File: src/rtl/rv32m_muldiv_unit.sv
// Iterative RV32M multiply/divide unit: shift-add multiply, restoring divide, stall while busy.
// Define RV32M_FAST_MUL_EN to resolve MUL* ops in a single cycle with a combinational multiplier.
module rv32m_muldiv_unit #(
  parameter int XLEN = 32
) (
  input  logic            clk,
  input  logic            rst,
  input  logic            start,
  input  logic [2:0]      funct3,
  input  logic [XLEN-1:0] rs1_val,
  input  logic [XLEN-1:0] rs2_val,
  input  logic [4:0]      rd_in,
  output logic            busy,
  output logic            stall,
  output logic            done,
  output logic [XLEN-1:0] result,
  output logic [4:0]      rd_out
);

  localparam int CNT_W = $clog2(XLEN);
  localparam logic [XLEN-1:0] MIN_NEG = {1'b1, {(XLEN-1){1'b0}}};

  typedef enum logic [1:0] {IDLE, RUN, FIN} state_t;

  state_t          state;
  logic [2:0]      opReg;
  logic [4:0]      rdReg;
  logic [CNT_W-1:0] count;
  logic [XLEN-1:0] hiReg;
  logic [XLEN-1:0] loReg;
  logic [XLEN-1:0] opB;
  logic            negReg;

  logic            isDivIn, aSignedIn, bSignedIn, aNegIn, bNegIn, negIn;
  logic            divZero, divOvf, fastMul;
  logic [XLEN-1:0] aMagIn, bMagIn, specialResult, fastResult;

  always_comb begin
    isDivIn   = funct3[2];
    // MULH (01) and MULHSU (10) treat A as signed; only MULH treats B as signed.
    aSignedIn = isDivIn ? ~funct3[0] : (funct3[1] ^ funct3[0]);
    bSignedIn = isDivIn ? ~funct3[0] : (funct3[1:0] == 2'b01);
    aNegIn    = aSignedIn & rs1_val[XLEN-1];
    bNegIn    = bSignedIn & rs2_val[XLEN-1];
    aMagIn    = aNegIn ? -rs1_val : rs1_val;
    bMagIn    = bNegIn ? -rs2_val : rs2_val;
    negIn     = (isDivIn & funct3[1]) ? aNegIn : (aNegIn ^ bNegIn);
    divZero   = isDivIn & (rs2_val == '0);
    divOvf    = isDivIn & ~funct3[0] & (rs1_val == MIN_NEG) & (rs2_val == '1);
    if (divZero)
      specialResult = funct3[1] ? rs1_val : '1;
    else
      specialResult = funct3[1] ? '0 : MIN_NEG;
  end

`ifdef RV32M_FAST_MUL_EN
  logic signed [XLEN:0]     fastA, fastB;
  logic signed [2*XLEN-1:0] fastProd;
  assign fastA      = {aSignedIn & rs1_val[XLEN-1], rs1_val};
  assign fastB      = {bSignedIn & rs2_val[XLEN-1], rs2_val};
  assign fastProd   = (2*XLEN)'(fastA) * (2*XLEN)'(fastB);
  assign fastMul    = ~funct3[2];
  assign fastResult = (funct3[1:0] == 2'b00) ? fastProd[XLEN-1:0] : fastProd[2*XLEN-1:XLEN];
`else
  assign fastMul    = 1'b0;
  assign fastResult = '0;
`endif

  // hiReg/loReg hold {accumulator, multiplier} for multiply and {remainder, dividend} for divide.
  logic [XLEN:0]     mulSum, divShift;
  logic              divFits;
  logic [XLEN-1:0]   mulHiNext, mulLoNext, remNext, quotNext, finalResult;
  logic [2*XLEN-1:0] prodSigned;

  always_comb begin
    mulSum     = {1'b0, hiReg} + (loReg[0] ? {1'b0, opB} : '0);
    mulHiNext  = mulSum[XLEN:1];
    mulLoNext  = {mulSum[0], loReg[XLEN-1:1]};
    divShift   = {hiReg, loReg[XLEN-1]};
    divFits    = divShift >= {1'b0, opB};
    remNext    = divFits ? XLEN'(divShift - {1'b0, opB}) : divShift[XLEN-1:0];
    quotNext   = {loReg[XLEN-2:0], divFits};
    prodSigned = negReg ? -{mulHiNext, mulLoNext} : {mulHiNext, mulLoNext};
    if (opReg[2]) begin
      if (opReg[1])
        finalResult = negReg ? -remNext : remNext;
      else
        finalResult = negReg ? -quotNext : quotNext;
    end else begin
      finalResult = (opReg[1:0] == 2'b00) ? prodSigned[XLEN-1:0] : prodSigned[2*XLEN-1:XLEN];
    end
  end

  assign stall = busy | (start & (state == IDLE));

  always_ff @(posedge clk or posedge rst) begin
    if (rst) begin
      state  <= IDLE;
      opReg  <= '0;
      rdReg  <= '0;
      count  <= '0;
      hiReg  <= '0;
      loReg  <= '0;
      opB    <= '0;
      negReg <= 1'b0;
      busy   <= 1'b0;
      done   <= 1'b0;
      result <= '0;
      rd_out <= '0;
    end else begin
      case (state)
        IDLE: begin
          done <= 1'b0;
          if (start) begin
            opReg  <= funct3;
            rdReg  <= rd_in;
            negReg <= negIn;
            opB    <= bMagIn;
            loReg  <= aMagIn;
            hiReg  <= '0;
            count  <= '0;
            if (divZero | divOvf | fastMul) begin
              state  <= FIN;
              done   <= 1'b1;
              result <= (divZero | divOvf) ? specialResult : fastResult;
              rd_out <= rd_in;
            end else begin
              state <= RUN;
              busy  <= 1'b1;
            end
          end
        end
        RUN: begin
          count <= count + 1'b1;
          if (opReg[2]) begin
            hiReg <= remNext;
            loReg <= quotNext;
          end else begin
            hiReg <= mulHiNext;
            loReg <= mulLoNext;
          end
          if (count == CNT_W'(XLEN-1)) begin
            state  <= FIN;
            busy   <= 1'b0;
            done   <= 1'b1;
            result <= finalResult;
            rd_out <= rdReg;
          end
        end
        FIN: begin
          done  <= 1'b0;
          state <= IDLE;
        end
        default: state <= IDLE;
      endcase
    end
  end

endmodule

File: config.mk
export PLATFORM = sky130hd
export DESIGN_NAME = rv32m_muldiv_unit
export DESIGN_NICKNAME = d
export VERILOG_FILES = /design/src/rtl/rv32m_muldiv_unit.sv
export SDC_FILE = /design/constraint.sdc
export NUM_CORES = 1
export LEC_CHECK = 0
export BUFFER_PORTS_ARGS = -buffer_cell sky130_fd_sc_hd__buf_2
export CORE_ASPECT_RATIO = 1.2
export CORE_MARGIN = 2
export CORE_UTILIZATION = 40
export DETAILED_ROUTE_END_ITERATION = 12
export GPL_TIMING_DRIVEN = 1
export PLACE_DENSITY = 0.6
export SYNTH_ARGS = -nofsm -noshare
export SYNTH_HDL_FRONTEND = slang
export SYNTH_SLANG_ARGS = --single-unit
File: constraint.sdc
create_clock -name clk -period 6 [get_ports clk]
set_input_delay 0.9 -clock clk [delete_from_list [all_inputs] [get_ports clk]]
set_output_delay 0.9 -clock clk [all_outputs]
set_load 0.1 [all_outputs]
==> metrics <==
status=complete, no violations; Least-Margin Pin Slew=1.09 ns; CTS Root Buffer Type=clkbuf_16; CTS tree=done; Die Y=231 um; Final HPWL DP=53.8 mm; clock buffer depth=2; crit path launch type=flip-flop; crit path kind=reg2reg; post-route minimum period=5.45 ns; Final Slew Violations=0; most frequent cells in the layout=nand2_1 (325), o21ai_0 (280), nor2_1 (191); initial core utilization=40.3%; row cnt=83; sinks on the clock net=151; setup violators final=0; TNS Setup=0 ns; first-pass GRT wire length=105 mm; Syn Nets=2,489; period utilisation layout=90.8%; Routed Antenna Nets=0; H-tree depth=4; final hold vios=0; ranking of synthesized cells by area=dfrtp_1 (22%), o21ai_0 (8.2%), nand2_1 (7.1%); max_slew headroom=27.0%; hold depth=2; register area=0.00379 sq mm; DRT Pass-1 Iters=5; Synth area leader=dfrtp_1; Synth cell types=99; Area Growth Syn to Fin=10.1%; crit path DAT=5.82 ns; CP max FO=9; register bit total from synthesis=151; EDFF count, synth=0; path depth of the worst reg2reg path=16; Setup Skew=0.0114 ns; via density per instance=6.19; Mapped Area=0.0171 sq mm; clock latency on the worst-skew pair=0.48 ns; total core area=0.0425 sq mm; die area=0.0445 sq mm; worst hold path type=reg2reg; post-route core utilization=44.4%; starting DRC count in detailed routing=1,546; wire length per cell after detailed routing=23.4 um; GR Util All Layers=31.0%; max-cap viol count=0; Post-Syn Instances=2,336; RSZ-0062 raised after global routing=no; # nets final=2,520; DRC violations left=0; CTS Buf Count=17; I/O pins=115; initial antenna violation count=0; YS warnings=0; Non-Filler Instances=2,932; area of the multi-input gates=0.0124 sq mm; Post-synth top flop=dfrtp_1; Inst Count DP=2,900; Placer Congestion=0.995; largest net degree at the start of global routing=82; number of diodes=0; total number of vias=18,100; clk slew on worst S/H paths=0.07 ns; WP data required=6.38 ns; die extent in x=193 um; vias in the first global route=17,500; Detailed Route WL=68.7 mm; Synth top area share=22.1%; GR Overflow Total=0; share of layout cells above drive strength 1=11.6%; fill count=4,383; post-synthesis sequential area ratio=22.1%; port bufs=114; CP Capture Type=flip-flop; Avg Cell Area, Syn=7.33 sq um; commonest non-fill, non-tap cell in the layout=nand2_1; asr flop ratio synth=100%; maximum clock frequency=184 MHz
[final cells by class]
cell class,instances,share of cell area (%)
repair buffers,167,5.14
flip-flops and latches,151,20.1
multi-input cells,1946,66.0
clock inverters,11,0.909
well taps,552,3.66
clock buffers,21,2.50
inverters,84,1.70
[cell families (layout without fill, tap and decap cells)]
family / count (synthesis) / after routing / synth area share [%]
fa+ha+maj: 78 / 78 / 5.79
flops: 151 / 151 / 22.1
buf+inv: 239 / 283 / 5.52
compound gates: 776 / 776 / 29.1
xor+xnor: 199 / 199 / 10.2
simple gates: 800 / 800 / 21.8
mux: 93 / 93 / 5.63
[timing repair]
| item | in CTS | in global routing |
|---|---|---|
| resized for setup | 0 | 1 |
| buffers inserted | 0 | 0 |
| hold buffers | 0 | 0 |
| setup endpoints to repair | 0 | 2 |
[sequential cells by signal, summed over array words and instances (netlist names)]
name / flops
hiReg: 32
loReg: 32
opB: 32
result: 32
count: 5
rdReg: 5
rd_out: 5
opReg: 3
state: 2
busy: 1
done: 1
negReg: 1
[cells in the mapped netlist (all sizes together) (26+ instances only)]
cell type	count
nand3	40
o211ai	39
nor3	53
a21o	27
a21oi	159
or3	27
mux2i	75
clkbuf	117
ha	76
o31ai	39
nand2	326
xor2	80
nand4	29
inv	82
xnor2	119
dfrtp	151
a211oi	30
or2	26
o21ai	286
buf	38
nor2	193
[layer usage]
metal  global-route usage, %  wire length, um  vias to the layer above
met4                    16.1             3480                        0
met2                    50.5            32000                      726
li1                        -                -                     8549
met5                       0                0                        -
met1                    40.1            29800                     8716
met3                    3.27             3500                      152
[worst max-delay path, stage by stage (launching register included)]
cell and delay [ns]:
dfrtp_1 0.45, ha_1 0.48, nand2_1 0.18, nor2_1 0.30
o211ai_2 0.20, a2111oi_4 0.62, or2_2 0.31, mux2i_1 0.31
ha_1 0.30, nand2_1 0.13, nor4_1 0.58, a31o_2 0.25
nand3_1 0.23, o41ai_2 0.39, xor2_1 0.23, a211oi_1 0.10
nor4_1 0.28
[path summary, 6_finish.rpt]
kind / from / endpoint / slack (ns)
setup / recovery: hiReg[5] / result[26] / 0.55
hold / removal: opB[6] / opB[6] / 0.48
setup reg to reg: hiReg[5] / result[26] / 0.55
hold reg to reg: opB[6] / opB[6] / 0.48
max in group asynchronous: rst / hiReg[9] / 4.18
min in group asynchronous: rst / done / 0.60
[through the flow]
stage | instance area (sq um) | hold WS, ns | worst slack, ns
after floorplan | 17100 | 0.450 | 0.851
after global placement | 18200 | 0.458 | 0.582
after detailed placement | 18200 | 0.472 | 0.416
after CTS | 18800 | 0.486 | 0.382
after global routing | 18800 | 0.510 | 0.190
final | 18800 | 0.479 | 0.551
Power is left out: the tool's default activity adds up to more than one toggle a clock period on the data nets, which glitch-free logic cannot reach.
